[src/rtl/note_pkg.sv]
// note_pkg: shared state, chart entry and geometry constants for the note spawner and rectangle pool
package note_pkg;
  localparam int DELAY_W = 8;
  localparam int LANE_W = 2;
  localparam int ENTRY_W = 1 + LANE_W + DELAY_W;
  localparam int NOTE_Y_W = 13;
  localparam int NOTE_RETIRE_Y = 480;
  typedef enum logic [2:0] {S_IDLE, S_FETCH, S_WAIT, S_SPAWN, S_DONE} state_t;
  typedef struct packed {
    logic end_mark;
    logic [LANE_W-1:0] lane;
    logic [DELAY_W-1:0] delay;
  } chart_entry_t;
endpackage

[src/rtl/note_spawner_alloc.sv]
// slot_alloc: combinational lowest-index free slot priority encoder
//   i_active     occupied slot mask
//   o_grant      one-hot lowest free slot, all zero when every slot is occupied
//   o_none_free  every slot is occupied
module slot_alloc #(
  parameter int N = 4
) (
  input  logic [N-1:0] i_active,
  output logic [N-1:0] o_grant,
  output logic         o_none_free
);
  // adding one ripples through the trailing ones and lands on the lowest zero
  assign o_grant = ~i_active & (i_active + N'(1));
  assign o_none_free = &i_active;
endmodule

[src/rtl/note_spawner.sv]
// note_spawner: plays a chart ROM, spawning falling rectangles into a pool of slots and retiring them
//   Clk, Reset   clock, asynchronous active-low reset
//   frame_tick   one pulse per video frame, paces the entry delay
//   start        begins playback from address 0 (only honoured when idle)
//   chart_addr   ROM address, chart_data combinational ROM word {end, lane, delay}
//   slot_y       current Y of every rectangle, slot_load one-cycle reload pulse per slot
//   startY       constant spawn Y, slot_active / slot_lane per-slot occupancy and lane
//   drop_count   saturating count of spawns lost to a full pool, busy high unless idle
module note_spawner
  import note_pkg::*;
#(
  parameter int NUM_SLOTS = 4,
  parameter int CHART_DEPTH = 64,
  parameter int Y_W = NOTE_Y_W,
  parameter int SPAWN_Y = 0,
  parameter int RETIRE_Y = NOTE_RETIRE_Y
) (
  input  logic                            Clk,
  input  logic                            Reset,
  input  logic                            frame_tick,
  input  logic                            start,
  output logic [$clog2(CHART_DEPTH)-1:0]  chart_addr,
  input  logic [ENTRY_W-1:0]              chart_data,
  input  logic [NUM_SLOTS*Y_W-1:0]        slot_y,
  output logic [NUM_SLOTS-1:0]            slot_load,
  output logic [Y_W-1:0]                  startY,
  output logic [NUM_SLOTS-1:0]            slot_active,
  output logic [NUM_SLOTS*LANE_W-1:0]     slot_lane,
  output logic [7:0]                      drop_count,
  output logic                            busy
);
  localparam int AW = $clog2(CHART_DEPTH);
  localparam logic [AW-1:0] LAST = AW'(CHART_DEPTH - 1);
  state_t r_state, w_next;
  chart_entry_t w_entry;
  logic [AW-1:0] r_addr;
  logic [DELAY_W-1:0] r_delay;
  logic [LANE_W-1:0] r_lane;
  logic [NUM_SLOTS-1:0] r_active, r_load, w_grant, w_retire, w_claim;
  logic [NUM_SLOTS*LANE_W-1:0] r_slot_lane;
  logic [7:0] r_drop;
  logic r_busy, w_none_free, w_spawn;
  assign w_entry = chart_entry_t'(chart_data);
  slot_alloc #(.N(NUM_SLOTS)) u_alloc (
    .i_active   (r_active),
    .o_grant    (w_grant),
    .o_none_free(w_none_free)
  );
  // a slot being loaded this cycle still carries the old rectangle's Y, so it is never retired
  for (genvar i = 0; i < NUM_SLOTS; i++) begin : g_retire
    assign w_retire[i] = r_active[i] & ~r_load[i] & (slot_y[i*Y_W +: Y_W] >= Y_W'(RETIRE_Y));
  end
  // the claim is made on the edge into SPAWN so slot_load and slot_active rise during SPAWN itself
  assign w_claim = w_spawn ? w_grant : '0;
  always_comb begin
    w_next = r_state;
    w_spawn = 1'b0;
    case (r_state)
      S_IDLE:  w_next = start ? S_FETCH : S_IDLE;
      S_FETCH: w_next = w_entry.end_mark ? S_DONE : S_WAIT;
      S_WAIT: begin
        w_spawn = (r_delay == '0) || (frame_tick && r_delay == DELAY_W'(1));
        w_next = w_spawn ? S_SPAWN : S_WAIT;
      end
      S_SPAWN: w_next = (r_addr == LAST) ? S_DONE : S_FETCH;
      S_DONE:  w_next = (r_active == '0) ? S_IDLE : S_DONE;
      default: w_next = S_IDLE;
    endcase
  end
  always_ff @(posedge Clk or negedge Reset) begin
    if (!Reset) begin
      r_state <= S_IDLE;
      r_busy <= 1'b0;
      r_addr <= '0;
      r_delay <= '0;
      r_lane <= '0;
      r_active <= '0;
      r_load <= '0;
      r_slot_lane <= '0;
      r_drop <= '0;
    end else begin
      r_state <= w_next;
      r_busy <= (w_next != S_IDLE);
      r_load <= w_claim;
      r_active <= (r_active | w_claim) & ~w_retire;
      if (r_state == S_IDLE && start) begin
        r_addr <= '0;
        r_drop <= '0;
      end
      if (r_state == S_FETCH) begin
        r_delay <= w_entry.delay;
        r_lane <= w_entry.lane;
      end
      if (r_state == S_WAIT && frame_tick && r_delay != '0) r_delay <= r_delay - DELAY_W'(1);
      if (w_spawn && w_none_free && r_drop != 8'hFF) r_drop <= r_drop + 8'd1;
      if (r_state == S_SPAWN && r_addr != LAST) r_addr <= r_addr + AW'(1);
      for (int k = 0; k < NUM_SLOTS; k++)
        if (w_claim[k]) r_slot_lane[k*LANE_W +: LANE_W] <= r_lane;
    end
  end
  assign chart_addr = r_addr;
  assign slot_load = r_load;
  assign startY = Y_W'(SPAWN_Y);
  assign slot_active = r_active;
  assign slot_lane = r_slot_lane;
  assign drop_count = r_drop;
  assign busy = r_busy;
endmodule

[config.mk]
export PLATFORM = sky130hd
export DESIGN_NAME = note_spawner
export DESIGN_NICKNAME = d
export VERILOG_FILES = /design/src/rtl/note_pkg.sv /design/src/rtl/note_spawner_alloc.sv /design/src/rtl/note_spawner.sv
export SDC_FILE = /design/constraint.sdc
export NUM_CORES = 1
export LEC_CHECK = 0
export BUFFER_PORTS_ARGS = -buffer_cell sky130_fd_sc_hd__buf_2
export CAP_MARGIN = 0
export CORE_UTILIZATION = 46
export CTS_CLUSTER_SIZE = 14
export DETAILED_ROUTE_END_ITERATION = 16
export PLACE_DENSITY = 0.83
export SLEW_MARGIN = 30
export SYNTH_ARGS = -nofsm -noshare
export SYNTH_HDL_FRONTEND = slang
export SYNTH_SLANG_ARGS = --single-unit
[constraint.sdc]
create_clock -name Clk -period 2.9 [get_ports Clk]
set_input_delay 0.58 -clock Clk [delete_from_list [all_inputs] [get_ports Clk]]
set_output_delay 0.58 -clock Clk [all_outputs]
set_load 0.1 [all_outputs]
# [Yosys cells after proc, flatten, opt, wreduce, memory -nomap -nowiden]
# Index checks and enable logic that the tools add are counted.
[op_classes] n_addsub=4 multipliers=0 n_div=0 magnitude_cmp=4 n_eq_ne=8 shift=0 mux=14 bitwise_logic=17 reduce_logical=17
[ops] cell="13-bit by 9-bit >= comparator with 1-bit output (second input constant)" count=4
[ops] cell="8-bit 2-to-1 mux" count=4
[ops] cell="3-bit one-hot mux with 5 select lines" count=1
[ops] cell="6-bit 2-to-1 mux" count=2
[ops] cell="3-bit 2-to-1 mux" count=3
[ops] cell="8-bit by 1-bit adder with 8-bit output (second input constant)" count=1
[ops] cell="1-bit bitwise AND" count=8
[ops] cell="4-bit bitwise AND" count=2
[ops] cell="8-bit by 1-bit equality test with 1-bit output (second input constant)" count=1
[ops] cell="8-bit zero test" count=1
[ops] cell="8-bit inequality test (second input constant)" count=1
[ops] cell="4-bit inverter" count=2
[ops] cell="8-bit nonzero test" count=1
[ops] cell="8-bit by 1-bit subtractor with 8-bit output (second input constant)" count=1
[ops] cell="1-bit logical AND" count=7
[ops] cell="6-bit by 1-bit adder with 6-bit output (second input constant)" count=1
[ops] cell="3-bit by 2-bit equality test with 1-bit output (second input constant)" count=2
[ops] cell="6-bit equality test (second input constant)" count=1
[ops] cell="6-bit inequality test (second input constant)" count=1
[ops] cell="2-bit nonzero test" count=3
[ops] cell="4-bit by 1-bit adder with 4-bit output (second input constant)" count=1
[ops] cell="4-bit zero test" count=1
[ops] cell="4-bit 2-to-1 mux" count=1
[ops] cell="1-bit inverter" count=4
[ops] cell="8 further kinds" count=10
[word_totals] register_bits=44 latch_bits=0 ramBits=0 rom_bits=0 input_bits=67 out_inout_bits=44 wordCells=76 mem_count=0

# [Logic depth before layout (Yosys ltp)]
[depth] word_depth=7 ltp_mapped=9 depth_no_buf=7

# [Modules after synthesis]
# A second synthesis with hierarchy kept.
[hier_totals] cells_unflattened=237 hier_area_um2=2421.1
[modules_own_cells] module="note_spawner" n_inst=1 cells_per_inst=232 area_each_um2=2382.3 seq_area_each_um2=1101.1
[modules_own_cells] module="slot_alloc" n_inst=1 cells_per_inst=5 area_each_um2=38.8 seq_area_each_um2=0.0

# [Worst setup path after synthesis]
# OpenSTA, ideal clock, no wires.
[synth_path] path_type="reg-to-reg" from="reg r_addr[0], in the netlist chart_addr[0]" to="reg r_busy, in the netlist busy" setup_ns=0.131 arrival_ns=2.327 t_required_ns=2.769 slack_ns=0.442 path_stages_with_launch=8 n_path_buf=1 synth_period_minus_slack_ns=2.458 path_cell_list="dfrtp_1 ha_1 and3_1 a31o_2 and2_1 clkbuf_1 nand2_1 or3_1"
[synth_between] elab_chain_len=4
[synth_rtl] element="start, declared" line_no="note_spawner.sv:36" text="logic [AW-1:0] r_addr;"
[synth_rtl] element="start signal, assigned" line_no="note_spawner.sv:96" text="if (r_state == S_SPAWN && r_addr != LAST) r_addr <= r_addr + AW'(1);"
[synth_rtl] element="6-bit equality test" line_no="note_spawner.sv:65" text="S_SPAWN: w_next = (r_addr == LAST) ? S_DONE : S_FETCH;"
[synth_rtl] element="3-bit 2-to-1 mux" line_no="note_spawner.sv:65"
[synth_rtl] element="3-bit one-hot mux with 5 select lines" line_no="note_spawner.sv:58" text="case (r_state)"
[synth_rtl] element="via w_next[0]" line_no="note_spawner.sv:34" text="state_t r_state, w_next;"
[synth_rtl] element="3-bit nonzero test" line_no="note_spawner.sv:83" text="r_busy <= (w_next != S_IDLE);"
[synth_rtl] element="end signal, assigned" line_no="note_spawner.sv:83"
[synth_rtl] element="end, declared" line_no="note_spawner.sv:42" text="logic r_busy, w_none_free, w_spawn;"
# The timed path passes the listed nets, and every way through them passes these cells.
# A chain may end at the register's enable or synchronous reset.

# [Worst setup path after layout]
[layout_path] from="reg r_state[1]" to="reg r_drop[5], in the netlist drop_count[5]"
[layout_between] elab_chain_len=5 elab_cells_between_ends=8 cone_classes="eq/ne: 1; mux: 2; reduce/logical: 5"
[layout_rtl] element="start, declared" line_no="note_spawner.sv:34"
[layout_rtl] element="start signal, assigned" line_no="note_spawner.sv:82" text="r_state <= w_next;"
[layout_rtl] element="3-bit by 2-bit equality test with 1-bit output" line_no="note_spawner.sv:58"
[layout_rtl] element="1-bit 2-to-1 mux" line_no="note_spawner.sv:58"
[layout_rtl] element="1-bit logical AND (2 in a row)" line_no="note_spawner.sv:95" text="if (w_spawn && w_none_free && r_drop != 8'hFF) r_drop <= r_drop + 8'd1;"
[layout_rtl] element="8-bit 2-to-1 mux or 2-bit nonzero test (tied branches)"
[layout_rtl] element="end signal, assigned" line_no="note_spawner.sv:95"
[layout_rtl] element="end, declared" line_no="note_spawner.sv:41" text="logic [7:0] r_drop;"
# Parallel ways exist; a longest one is shown, timed or not.

==> metrics.txt <==
outcome=finished clean; timing-limited maximum frequency=around 0.40 GHz; global-route usage over all layers=0.189; sequential element share of the synthesized area=0.483; setup repair after global routing missed its margin=no; die outline height=approximately 72 um; Overflow after GRT=0; startpoint kind of the worst setup timing path=register; Core Area=4750 um^2; Worst Clk Skew=slightly below 3 ps; largest buffer count on any clock path=2; count of input and output buffers=between 70 and 80; endpoint type of the worst setup path=register; number of gates given a new drive strength after cts=0; IO Pins=between 100 and 150; share of flip-flops with an asynchronous set or reset=1.00; critical path fanouts, max=10; mapped cell area=around 2300 um^2; main flop type after synthesis=sky130_fd_sc_hd__dfrtp_1; post-detailed-route via-to-cell ratio=slightly above 5; half-perimeter wire length of the detailed placement result=3.65 mm; leading post-synthesis cells by instance count=44 x sky130_fd_sc_hd__dfrtp_1, 27 x sky130_fd_sc_hd__nand2_1, 18 x sky130_fd_sc_hd__o21ai_0; WL final=approximately 4.8 mm; Setup violations, final=0; root buffer cell=sky130_fd_sc_hd__clkbuf_8; worst slew pin tran=~560 ps; total of warnings raised by yosys=0; shortest period the worst path allows=approximately 2500 ps; horizontal die dimension=72.4 um; type of the setup path with the least slack=reg -> reg; headroom to the max-slew limit=0.622; initial core utilization=0.479; top cell type by total area after synthesis=sky130_fd_sc_hd__dfrtp_1; final net count=roughly 390; critical-path cell list=or3b_1 > or4_1 > a311o_1 > and2_4 > a211o_1; Synth area leaders=sky130_fd_sc_hd__dfrtp_1 48%, sky130_fd_sc_hd__buf_4 4.6%, sky130_fd_sc_hd__nand2_1 4.4%, sky130_fd_sc_hd__o21ai_0 4.0%, sky130_fd_sc_hd__mux2_2 4.0%; Slowest Stage Delay on Critical Path=between 500 and 600 ps; final standard cell utilization of the core=0.581; data arrival at the endpoint of the critical path=2680 ps; clock tree from TritonCTS=yes; detailed-routing iteration count for the pre-antenna-repair pass=4; postcts setup bufs=0; Cell Rows=25; synthesis-stage register bit count=44; smallest hold slack=264 ps; worst min-delay path category=in -> async; CP bufs+invs=0; largest voltage drop on the vdd net=450 uV; final antenna-violating net count=0; post-synthesis cell type count=between 40 and 50; number of pins with negative max-slew slack in the final report=0; min setup slack post-route=402 ps; global-route wire length before repair=roughly 7.7 mm; H-tree levels=2; drt wl/cell=roughly 13 um; via total after detailed routing=1970; global placer's final weighted congestion=roughly 0.83; post-route DRC violation count=0; pin count of the biggest net entering global routing=45; max-cap viol count=0; total instance count after detailed placement=about 370; Avg Cell Area, Syn=about 9.8 um^2; clock tree sinks=44; layout cell share with drive strength beyond 1=0.319; Iter 0 DRT Violations=around 120; EDFF count, synth=0; cell area after layout=2760 um^2; share of Yosys cell area claimed by the top area cell type=0.483; Fin Setup TNS=0 ps; Layout Cells excl Fill=between 300 and 400; synthesized netlist cell count=233; cell type of the slowest stage on the worst timing path=sky130_fd_sc_hd__or4_1; Area growth syn-to-layout=21.1%; share of the clock period used by the worst path after layout=0.861; endpoint required time on the critical path=3090 ps; leakage power figure=1.46 nW; area enclosed by the die boundary=5240 um^2; worst-skew pair later-pin latency=between 200 and 300 ps; Power, Total=approximately 2 mW; power density relative to cell area=718 nW/um^2; top cell family by delay on the critical path=simple AND/OR/NAND/NOR gates; antenna violations before repair=0; number of global-route vias before repair=1662; Reg clk slew, reported paths=about 70 ps; number of buffers created by CTS=5; placed instance area=~2700 um^2; number of hold buffers added after CTS=0; top-count cell post-synth=sky130_fd_sc_hd__dfrtp_1; number of failing hold endpoints at the final stage=0; worst slack at placement=around 440 ps; diode insertion count for antenna repair=0
[metal layers]
layer  share of wire  vias to the layer above  track usage
met3           0.042                        4       0.0597
met2            0.50                       50        0.289
met5               0                        -            0
met4          0.0042                        0       0.0458
li1                -                      976            -
met1            0.46                      940        0.262
[path summary, 6_finish.rpt]
| check | cells after the start | startpoint | slack, ps | endpoint |
|---|---|---|---|---|
| setup / recovery | 5 | r_state[1] | 400 | drop_count[5] |
| hold / removal | 1 | Reset | 260 | chart_addr[2] |
| setup reg to reg | 5 | r_state[1] | 400 | drop_count[5] |
| hold reg to reg | 1 | slot_lane[5] | 510 | slot_lane[5] |
| max in group asynchronous | 1 | Reset | 2270 | r_lane[1] |
| min in group Clk | 3 | chart_data[8] | 470 | r_lane[0] |
[layout make-up]
| type | instances | area (um^2) |
|---|---|---|
| inverters | 7 | 26.3 |
| clock buffers | 6 | 72.6 |
| flip-flops and latches | 44 | 1100 |
| clock inverters | 1 | 5.00 |
| well taps | 67 | 83.8 |
| fillers | 444 | 1990 |
| multi-input cells | 176 | 1070 |
| repair buffers | 79 | 403 |
[layout by cell type, fill, tap and decap left out, drive strengths merged, types with 6 or more instances in the layout]
| master | instances |
|---|---|
| o21ai | 21 |
| dfrtp | 44 |
| buf | 79 |
| nor2 | 15 |
| mux2 | 8 |
| nand2b | 6 |
| clkbuf | 6 |
| inv | 7 |
| nand3 | 12 |
| nor3 | 6 |
| nand2 | 27 |
| a21oi | 6 |
| conb | 13 |
| or4 | 6 |
[cells by family (layout without fill, tap and decap cells)]
group	after synthesis	in the layout	synth area share
flops	44	44	0.483
compound gates	51	51	0.152
other cells	1	13	0.00164
fa+ha+maj	5	5	0.0274
buf+inv	25	93	0.0681
mux	8	8	0.0395
simple gates	97	97	0.221
xor+xnor	2	2	0.00769
[report_power, final]
part           internal [mW]  switching [mW]
Combinational          0.231           0.542
Sequential             0.725           0.128
Clock                  0.164           0.191
[state kept, by name, indices dropped and copies added (netlist names)]
signal,count
busy,1
chart_addr,6
drop_count,8
r_delay,8
r_lane,2
r_state,3
slot_active,4
slot_lane,8
slot_load,4
Power figures use the tool's default switching activity.
